<file path="src/rtl/ps2_host_tx.sv">
// ps2_host_tx: PS/2 host-to-device command transmitter.
// Inhibits the bus, issues a start bit, then shifts a byte, its odd parity
// and a released stop bit on device-generated falling clock edges. It then
// checks the device acknowledge and waits for both lines to go idle.
// Lines are open-collector: the *_oe outputs only ever pull low.
// Optional feature macro: PS2_HOST_TX_TIMEOUT_EN enables a watchdog over the
// START/SHIFT/ACK states that aborts the frame with tx_err.
`timescale 1ns/1ps

module ps2_host_tx #(
   parameter int INHIBIT_CYCLES = 50,
   parameter int TIMEOUT_CYCLES = 7500
) (
   input  logic       CLK_CPU,
   input  logic       resetn,
   input  logic [7:0] tx_data,
   input  logic       tx_valid,
   output logic       tx_ready,
   input  logic       ps2_clk_in,
   input  logic       ps2_data_in,
   output logic       ps2_clk_oe,
   output logic       ps2_data_oe,
   output logic       tx_done,
   output logic       tx_err,
   output logic       busy
);

   localparam int INH_W = (INHIBIT_CYCLES > 1) ? $clog2(INHIBIT_CYCLES) : 1;
   localparam logic [INH_W-1:0] INH_LAST = INH_W'(INHIBIT_CYCLES - 1);

   typedef enum logic [2:0] {
      S_IDLE      = 3'd0,
      S_INHIBIT   = 3'd1,
      S_START     = 3'd2,
      S_SHIFT     = 3'd3,
      S_ACK       = 3'd4,
      S_WAIT_IDLE = 3'd5
   } state_t;

   // Odd parity: the nine bits data+parity always contain an odd count of ones
   function automatic logic odd_parity(input logic [7:0] d);
      return ~(^d);
   endfunction

   state_t           r_state, w_state_nxt;
   logic [INH_W-1:0] r_inh_cnt, w_inh_cnt_nxt;
   logic [3:0]       r_bit_idx, w_bit_idx_nxt;
   logic [9:0]       r_frame, w_frame_nxt;     // {stop, parity, data[7:0]}
   logic             r_clk_oe, w_clk_oe_nxt;
   logic             r_data_oe, w_data_oe_nxt;
   logic             r_done, w_done_nxt;
   logic             r_err, w_err_nxt;
   logic             r_ready;
   logic             r_busy;

   logic             r_clk_meta, r_clk_sync, r_clk_prev;
   logic             r_data_meta, r_data_sync;
   logic             w_clk_fall;
   logic             w_timeout;

   assign w_clk_fall = r_clk_prev & ~r_clk_sync;

   // Two-flop line synchronisers plus a delayed clock sample for edge detection
   always_ff @(posedge CLK_CPU or negedge resetn) begin
      if (!resetn) begin
         r_clk_meta  <= 1'b1;
         r_clk_sync  <= 1'b1;
         r_clk_prev  <= 1'b1;
         r_data_meta <= 1'b1;
         r_data_sync <= 1'b1;
      end else begin
         r_clk_meta  <= ps2_clk_in;
         r_clk_sync  <= r_clk_meta;
         r_clk_prev  <= r_clk_sync;
         r_data_meta <= ps2_data_in;
         r_data_sync <= r_data_meta;
      end
   end

`ifdef PS2_HOST_TX_TIMEOUT_EN
   localparam int TMO_W = (TIMEOUT_CYCLES > 1) ? $clog2(TIMEOUT_CYCLES) : 1;
   localparam logic [TMO_W-1:0] TMO_LAST = TMO_W'(TIMEOUT_CYCLES - 1);

   logic [TMO_W-1:0] r_tmo_cnt;
   logic             w_in_wait;

   assign w_in_wait = (r_state == S_START) || (r_state == S_SHIFT) || (r_state == S_ACK);
   assign w_timeout = w_in_wait && (r_tmo_cnt == TMO_LAST);

   // Watchdog: zero outside the edge-waiting states, so it restarts at START entry
   always_ff @(posedge CLK_CPU or negedge resetn) begin
      if (!resetn) begin
         r_tmo_cnt <= {TMO_W{1'b0}};
      end else if (w_in_wait) begin
         r_tmo_cnt <= r_tmo_cnt + TMO_W'(1);
      end else begin
         r_tmo_cnt <= {TMO_W{1'b0}};
      end
   end
`else
   assign w_timeout = 1'b0;
`endif

   // Next-state and next-output decode; outputs are registered from these values
   always_comb begin
      w_state_nxt   = r_state;
      w_inh_cnt_nxt = r_inh_cnt;
      w_bit_idx_nxt = r_bit_idx;
      w_frame_nxt   = r_frame;
      w_clk_oe_nxt  = r_clk_oe;
      w_data_oe_nxt = r_data_oe;
      w_done_nxt    = 1'b0;
      w_err_nxt     = 1'b0;
      case (r_state)
         S_IDLE: begin
            w_clk_oe_nxt  = 1'b0;
            w_data_oe_nxt = 1'b0;
            if (tx_valid && r_ready) begin
               w_frame_nxt   = {1'b1, odd_parity(tx_data), tx_data};
               w_inh_cnt_nxt = {INH_W{1'b0}};
               w_bit_idx_nxt = 4'd0;
               w_state_nxt   = S_INHIBIT;
               w_clk_oe_nxt  = 1'b1;
               w_data_oe_nxt = (INH_LAST == {INH_W{1'b0}});
            end else begin
               w_state_nxt = S_IDLE;
            end
         end
         S_INHIBIT: begin
            w_clk_oe_nxt = 1'b1;
            if (r_inh_cnt == INH_LAST) begin
               // Release the clock with data already low: that is the start bit
               w_state_nxt   = S_START;
               w_inh_cnt_nxt = {INH_W{1'b0}};
               w_clk_oe_nxt  = 1'b0;
               w_data_oe_nxt = 1'b1;
            end else begin
               w_inh_cnt_nxt = r_inh_cnt + INH_W'(1);
               w_data_oe_nxt = ((r_inh_cnt + INH_W'(1)) == INH_LAST);
            end
         end
         S_START: begin
            w_clk_oe_nxt  = 1'b0;
            w_data_oe_nxt = 1'b1;
            if (w_timeout) begin
               w_state_nxt   = S_IDLE;
               w_data_oe_nxt = 1'b0;
               w_err_nxt     = 1'b1;
            end else if (w_clk_fall) begin
               // The entering edge already drives data bit 0
               w_state_nxt   = S_SHIFT;
               w_data_oe_nxt = ~r_frame[0];
               w_bit_idx_nxt = 4'd1;
            end else begin
               w_state_nxt = S_START;
            end
         end
         S_SHIFT: begin
            w_clk_oe_nxt = 1'b0;
            if (w_timeout) begin
               w_state_nxt   = S_IDLE;
               w_data_oe_nxt = 1'b0;
               w_err_nxt     = 1'b1;
            end else if (w_clk_fall) begin
               w_data_oe_nxt = ~r_frame[r_bit_idx];
               if (r_bit_idx == 4'd9) begin
                  w_state_nxt   = S_ACK;
                  w_bit_idx_nxt = 4'd0;
               end else begin
                  w_bit_idx_nxt = r_bit_idx + 4'd1;
               end
            end else begin
               w_state_nxt = S_SHIFT;
            end
         end
         S_ACK: begin
            w_clk_oe_nxt  = 1'b0;
            w_data_oe_nxt = 1'b0;
            if (w_timeout) begin
               w_state_nxt = S_IDLE;
               w_err_nxt   = 1'b1;
            end else if (w_clk_fall) begin
               if (!r_data_sync) begin
                  w_state_nxt = S_WAIT_IDLE;
               end else begin
                  w_state_nxt = S_IDLE;
                  w_err_nxt   = 1'b1;
               end
            end else begin
               w_state_nxt = S_ACK;
            end
         end
         S_WAIT_IDLE: begin
            w_clk_oe_nxt  = 1'b0;
            w_data_oe_nxt = 1'b0;
            if (r_clk_sync && r_data_sync) begin
               w_state_nxt = S_IDLE;
               w_done_nxt  = 1'b1;
            end else begin
               w_state_nxt = S_WAIT_IDLE;
            end
         end
         default: begin
            w_state_nxt   = S_IDLE;
            w_clk_oe_nxt  = 1'b0;
            w_data_oe_nxt = 1'b0;
         end
      endcase
   end

   // State, datapath and registered outputs
   always_ff @(posedge CLK_CPU or negedge resetn) begin
      if (!resetn) begin
         r_state   <= S_IDLE;
         r_inh_cnt <= {INH_W{1'b0}};
         r_bit_idx <= 4'd0;
         r_frame   <= 10'd0;
         r_clk_oe  <= 1'b0;
         r_data_oe <= 1'b0;
         r_done    <= 1'b0;
         r_err     <= 1'b0;
         r_ready   <= 1'b0;
         r_busy    <= 1'b0;
      end else begin
         r_state   <= w_state_nxt;
         r_inh_cnt <= w_inh_cnt_nxt;
         r_bit_idx <= w_bit_idx_nxt;
         r_frame   <= w_frame_nxt;
         r_clk_oe  <= w_clk_oe_nxt;
         r_data_oe <= w_data_oe_nxt;
         r_done    <= w_done_nxt;
         r_err     <= w_err_nxt;
         r_ready   <= (w_state_nxt == S_IDLE);
         r_busy    <= (w_state_nxt != S_IDLE);
      end
   end

   assign tx_ready    = r_ready;
   assign busy        = r_busy;
   assign ps2_clk_oe  = r_clk_oe;
   assign ps2_data_oe = r_data_oe;
   assign tx_done     = r_done;
   assign tx_err      = r_err;

endmodule

</file>
<file path="config.mk">
export PLATFORM = sky130hd
export DESIGN_NAME = ps2_host_tx
export DESIGN_NICKNAME = d
export VERILOG_FILES = /design/src/rtl/ps2_host_tx.sv
export SDC_FILE = /design/constraint.sdc
export NUM_CORES = 1
export LEC_CHECK = 0
export CORE_MARGIN = 2
export CORE_UTILIZATION = 50
export DETAILED_ROUTE_END_ITERATION = 10
export PLACE_DENSITY = 0.72
export REMOVE_ABC_BUFFERS = 1
export SETUP_SLACK_MARGIN = 0.1
export SLEW_MARGIN = 15
export SYNTH_ARGS = -nofsm -noshare
export SYNTH_HDL_FRONTEND = slang
export SYNTH_SLANG_ARGS = --single-unit
</file>
<file path="constraint.sdc">
create_clock -name CLK_CPU -period 3.87 [get_ports CLK_CPU]
set_clock_uncertainty 0.1 [all_clocks]
set_input_delay 0.774 -clock CLK_CPU [delete_from_list [all_inputs] [get_ports CLK_CPU]]
set_output_delay 0.774 -clock CLK_CPU [all_outputs]
set_load 0.02 [all_outputs]
</file>
# Yosys cells after proc, flatten, opt, wreduce, memory -nomap -nowiden
# Index checks and enable logic that the tools add are counted.
[totals] output_inout_bits=6 ff_bits=34
[classes] reduce_logical=11 addsub=2 n_eq_ne=11 muxes=31 n_bitwise=5 magnitude_cmp=1
[ops] cell="$mux 3" n=6
[ops] cell="$pmux 3 s6" n=1
[ops] cell="$mux 4" n=4
[ops] cell="$mux 1" n=13
[ops] cell="$eq 6x6->1 const B" n=2
[ops] cell="$mux 6" n=2
[ops] cell="$pmux 4 s3" n=1
[ops] cell="$pmux 6 s2" n=1
[ops] cell="$reduce_xor 8->1" n=1
[ops] cell="$add 6x1->6 const B" n=1
[ops] cell="$eq 3x2->1 const B" n=2
[ops] cell="$eq 3x3->1 const B" n=2
[ops] cell="$logic_not 3->1" n=2
[ops] cell="$ne 2x2->1 const B" n=3
[ops] cell="$reduce_bool 3->1" n=2
[ops] cell="$lt 4x5->1 const B" n=1
[ops] cell="$add 4x1->4 const B" n=1
[ops] cell="$bmux 1 s4" n=1
[ops] cell="$eq 4x4->1 const B" n=1
[ops] cell="$not 1->1" n=4
[ops] cell="$reduce_and 2->1" n=2
[ops] cell="$reduce_and 4->1" n=1
[ops] cell="$eq 3x1->1 const B" n=1
[ops] cell="$pmux 1 s3" n=1
[ops] cell="4 further kinds" n=5

# Longest topological paths before layout
[logic_depth] word_depth=5 ltp_mapped=7 ltp_nobuf=7

# Worst setup path before layout
# OpenSTA, ideal clock, no wires.
[synth_path] kind="input port to flip-flop" start="in tx_valid" end="reg r_frame[8]" path_stages=5 setup_slack_ns=1.988 n_path_buf=1 t_arrival_ns=1.655 cell_sequence="nand3b_1 or3_1 clkbuf_1 nand2_1 o21ai_0"
[synth_between] elab_chain_cells=2
[synth_lines] element="from (decl)" line_no="17" text="input logic tx_valid,"
[synth_lines] element="$logic_and 1x1->1" line_no="118" text="if (tx_valid && r_ready) begin"
[synth_lines] element="$reduce_and 2->1 (no source line)"
[synth_lines] element="to (signal assigned)" line_no="228" text="r_frame <= w_frame_nxt;"
[synth_lines] element="to (decl)" line_no="48" text="logic [9:0] r_frame, w_frame_nxt;"
# Every way passes these cells.
# A chain may end at the register's enable or synchronous reset.

# Final worst setup path
[layout_path] start="reg r_data_oe (netlist: ps2_data_oe)" end="out ps2_data_oe"
[layout_rtl] element="from (decl)" line_no="50" text="logic r_data_oe, w_data_oe_nxt;"
[layout_rtl] element="from (signal assigned)" line_no="230" text="r_data_oe <= w_data_oe_nxt;"
[layout_rtl] element="to (decl)" line_no="22" text="output logic ps2_data_oe,"
# No word-level cell between the ends.

==> metrics.md <==
| Metric | Value |
|---|---|
| Status | finished, final reports clean |
| Hold slack | around 0.26 ns |
| Worst vdd ir | 0.184 mV |
| Ratio of final minimum period to clock period | 0.575 |
| Worst path slowest cell | clkdlybuf4s50_1 |
| First-pass DRT Iterations | 4 |
| PwrDens | ~290 nW/um^2 |
| DIE HEIGHT | 64.0 microns |
| First-pass GRT wire length | around 6000 microns |
| Mux contribution to synthesized area | 0.0431 |
| Wire per inst | 13.5 microns |
| Hold path endpoint | r_clk_sync$_DFF_PN1_ |
| Antenna Nets Post-Route | 0 |
| IO Count | 19 |
| Worst-Margin Slew | 0.581 ns |
| Critical R2R Launch | r_state[2]$_DFF_PN0_ |
| Simple-Gate Fraction of Synth Area | 0.235 |
| Initial Util | 0.532 |
| DRT iter0 DRCs | 69 |
| Total track usage | 0.186 |
| Worst Path Arrival | ~1.4 ns |
| Area delta synth->final | 13.9% |
| Cts bufs inserted | 5 |
| Static leakage | 0.000868 uW |
| Xor and xnor fraction of the mapped netlist area | 0.0389 |
| Hold_sp | r_clk_meta$_DFF_PN1_ |
| Fmax | about 450 MHz |
| Port bufs | 18 |
| MaxCap Viol Count | 0 |
| Worst Path Required | 3.00 ns |
| CP max stage delay | between 0.6 and 0.7 ns |
| Number of global-route vias before repair | around 1300 |
| Final setup vio count | 0 |
| Max-slew violations | 0 |
| FP Rows | 21 |
| Count of state elements after synthesis | 34 |
| Worst Setup End Kind | primary output |
| RePlAce Congestion | around 0.85 |
| Slew headroom | 0.613 |
| Hold Path Depth | 0 |
| Flop-to-flop setup slack | about 1.9 ns |
| Setup bufs post-CTS | 0 |
| Via Count | around 1400 |
| R2R depth | 5 |
| Critical path buffers and inverters | 1 |
| RSZ-0062 raised after global routing | false |
| Ys async rst share | 1.00 |
| Period minus WS final | about 2.2 ns |
| Post-DP HPWL | between 2000 and 2500 microns |
| Initial antenna violation count | 0 |
| Grt total ovfl | 0 |
| Hold/Removal Path Class | flop to flop |
| CTS H-tree depth | 2 |
| Syn avg cell area | between 9 and 10 sq um |
| Fraction of layout cells with a size suffix above 1 | 0.110 |
| Main combinational cell family by area after synthesis | simple AND/OR/NAND/NOR gates |
| Post-synth EDFFs | 0 |
| Startpoint types | flop |
| Post-synthesis sequential area ratio | 0.476 |
| Vias/cell | roughly 5.6 |
| Post-layout util | 0.605 |
| Setup TNS Final | 0 ns |
| CTS Hold Bufs | 0 |
| CP delay by family, top | buffers and inverters |
| Hold Fails Final Rpt | 0 |
| Largest net degree at the start of global routing | 35 |
| Chip Width | ~64 microns |
| Yosys warns | 0 |
| Reg2reg end | busy$_DFF_PN0_ |
| Longest Clk Path Bufs | 2 |
| Worst-path cell chain | clkdlybuf4s50_1 |
| Worst-path maximum fanout | 3 |
| Synth unique cells | 44 |
| Root Driver | clkbuf_4 |
| Synth Instances | 182 |
| Most common flop cell mapped by yosys | dfrtp_1 |
| CTS clk-pin slew, worst paths | ~0.10 ns |
| Compound-cell area share of the yosys netlist | 0.132 |
| Die area | 4100 sq um |
| Total core area | about 3400 sq um |
| Remaining DRCs | 0 |
| Final wirelength | 3320 microns |
| CTS tree | built |
| Post-Syn Area | 1800 sq um |
| # clock sinks | 34 |
| Crit Path Class | flop to primary output |
| Fin nets | about 220 |
| Clock Latency Late Sink | roughly 0.33 ns |
| Post-synthesis adder-cell area fraction | 0.0347 |
| CTS resizes | 0 |
| N_diodes | 0 |
-- power by group --
part,switching [uW],internal [uW]
combinational,16.1,20.0
sequential,2.01,360
clock,114,88.0
total,132,468
-- metrics by stage --
step / area [sq um] / std cells / total power [uW] / setup slack [ns]
finish: 2050 / 246 / 600 / 1.64
global route: 2050 / 246 / 628 / 1.54
CTS: 2050 / 246 / 607 / 1.64
detailed placement: 1990 / 238 / 406 / 1.31
global placement: 1990 / 238 / 404 / 1.36
floorplan: 1750 / 173 / 382 / 1.92
-- metal layers --
layer / part of all wire / global-route usage
met2: 0.49 / 0.311
met1: 0.44 / 0.227
met5: 0 / 0
met4: 0.015 / 0.0571
met3: 0.053 / 0.0634
-- worst max-delay path by stage --
stage                                        from  cells after the start              to  slack [ns]
final                     ps2_data_oe$_DFFE_PN0P_                      1     ps2_data_oe        1.64
after global routing                     tx_valid                      5  busy$_DFF_PN0_        1.54
after CTS                 ps2_data_oe$_DFFE_PN0P_                      1     ps2_data_oe        1.64
after detailed placement                 tx_valid                      5  busy$_DFF_PN0_        1.31
after global placement                   tx_valid                      5  busy$_DFF_PN0_        1.36
after floorplan                          tx_valid                      4  busy$_DFF_PN0_        1.92
-- kinds of logic after synthesis --
kind of cell             count (synthesis)
AND/OR/NAND/NOR                         81
AO/OA/AOI/OAI                           35
flip-flops                              34
buffers and inverters                   14
XOR/XNOR                                 8
multiplexers                             5
adder cells (fa/ha/maj)                  5
-- synthesized netlist by cell type, drive strengths merged, types with 4 or more instances --
| library cell | n | share of area |
|---|---|---|
| nand2 | 36 | 0.076 |
| dfrtp | 29 | 0.40 |
| o21ai | 16 | 0.044 |
| nor2 | 12 | 0.025 |
| buf | 7 | 0.026 |
| xnor2 | 7 | 0.034 |
| nor3 | 6 | 0.023 |
| a21oi | 5 | 0.014 |
| dfstp | 5 | 0.073 |
| ha | 5 | 0.035 |
| inv | 5 | 0.010 |
| nand2b | 5 | 0.017 |
| nand3b | 4 | 0.017 |
| nand4 | 4 | 0.017 |
-- flip-flops by register name (all words and copies together), names as in the netlist --
name and cells:
r_inh_cnt 6, r_frame 10, tx_done 1, r_data_meta 1
ps2_data_oe 1, tx_err 1, tx_ready 1, busy 1
r_state 3, r_bit_idx 4, r_clk_meta 1, r_clk_sync 1
r_clk_prev 1, r_data_sync 1, ps2_clk_oe 1
-- area by class of cell --
| type | instances | area, sq um |
|---|---|---|
| well taps | 46 | 57.6 |
| fillers | 276 | 1340 |
| repair buffers | 19 | 188 |
| multi-input cells | 134 | 871 |
| flip-flops and latches | 34 | 857 |
| inverters | 5 | 18.8 |
| clock buffers | 7 | 55.1 |
| clock inverters | 1 | 5.00 |
-- placed cells by master (no fill, tap or decap), drive strengths merged, types with 3 or more instances in the layout --
cell / Yosys / routed
clkdlybuf4s50: 0 / 18
nand4: 4 / 4
xnor2: 7 / 7
ha: 5 / 5
inv: 5 / 5
or3: 3 / 3
dfstp: 5 / 5
nand3b: 4 / 4
a21oi: 5 / 5
nor2: 12 / 12
nand2b: 5 / 5
o21ai: 16 / 16
nor3: 6 / 6
nand2: 36 / 36
clkbuf: 2 / 7
dfrtp: 29 / 29
Note: power is estimated with default switching activity, not from simulation.
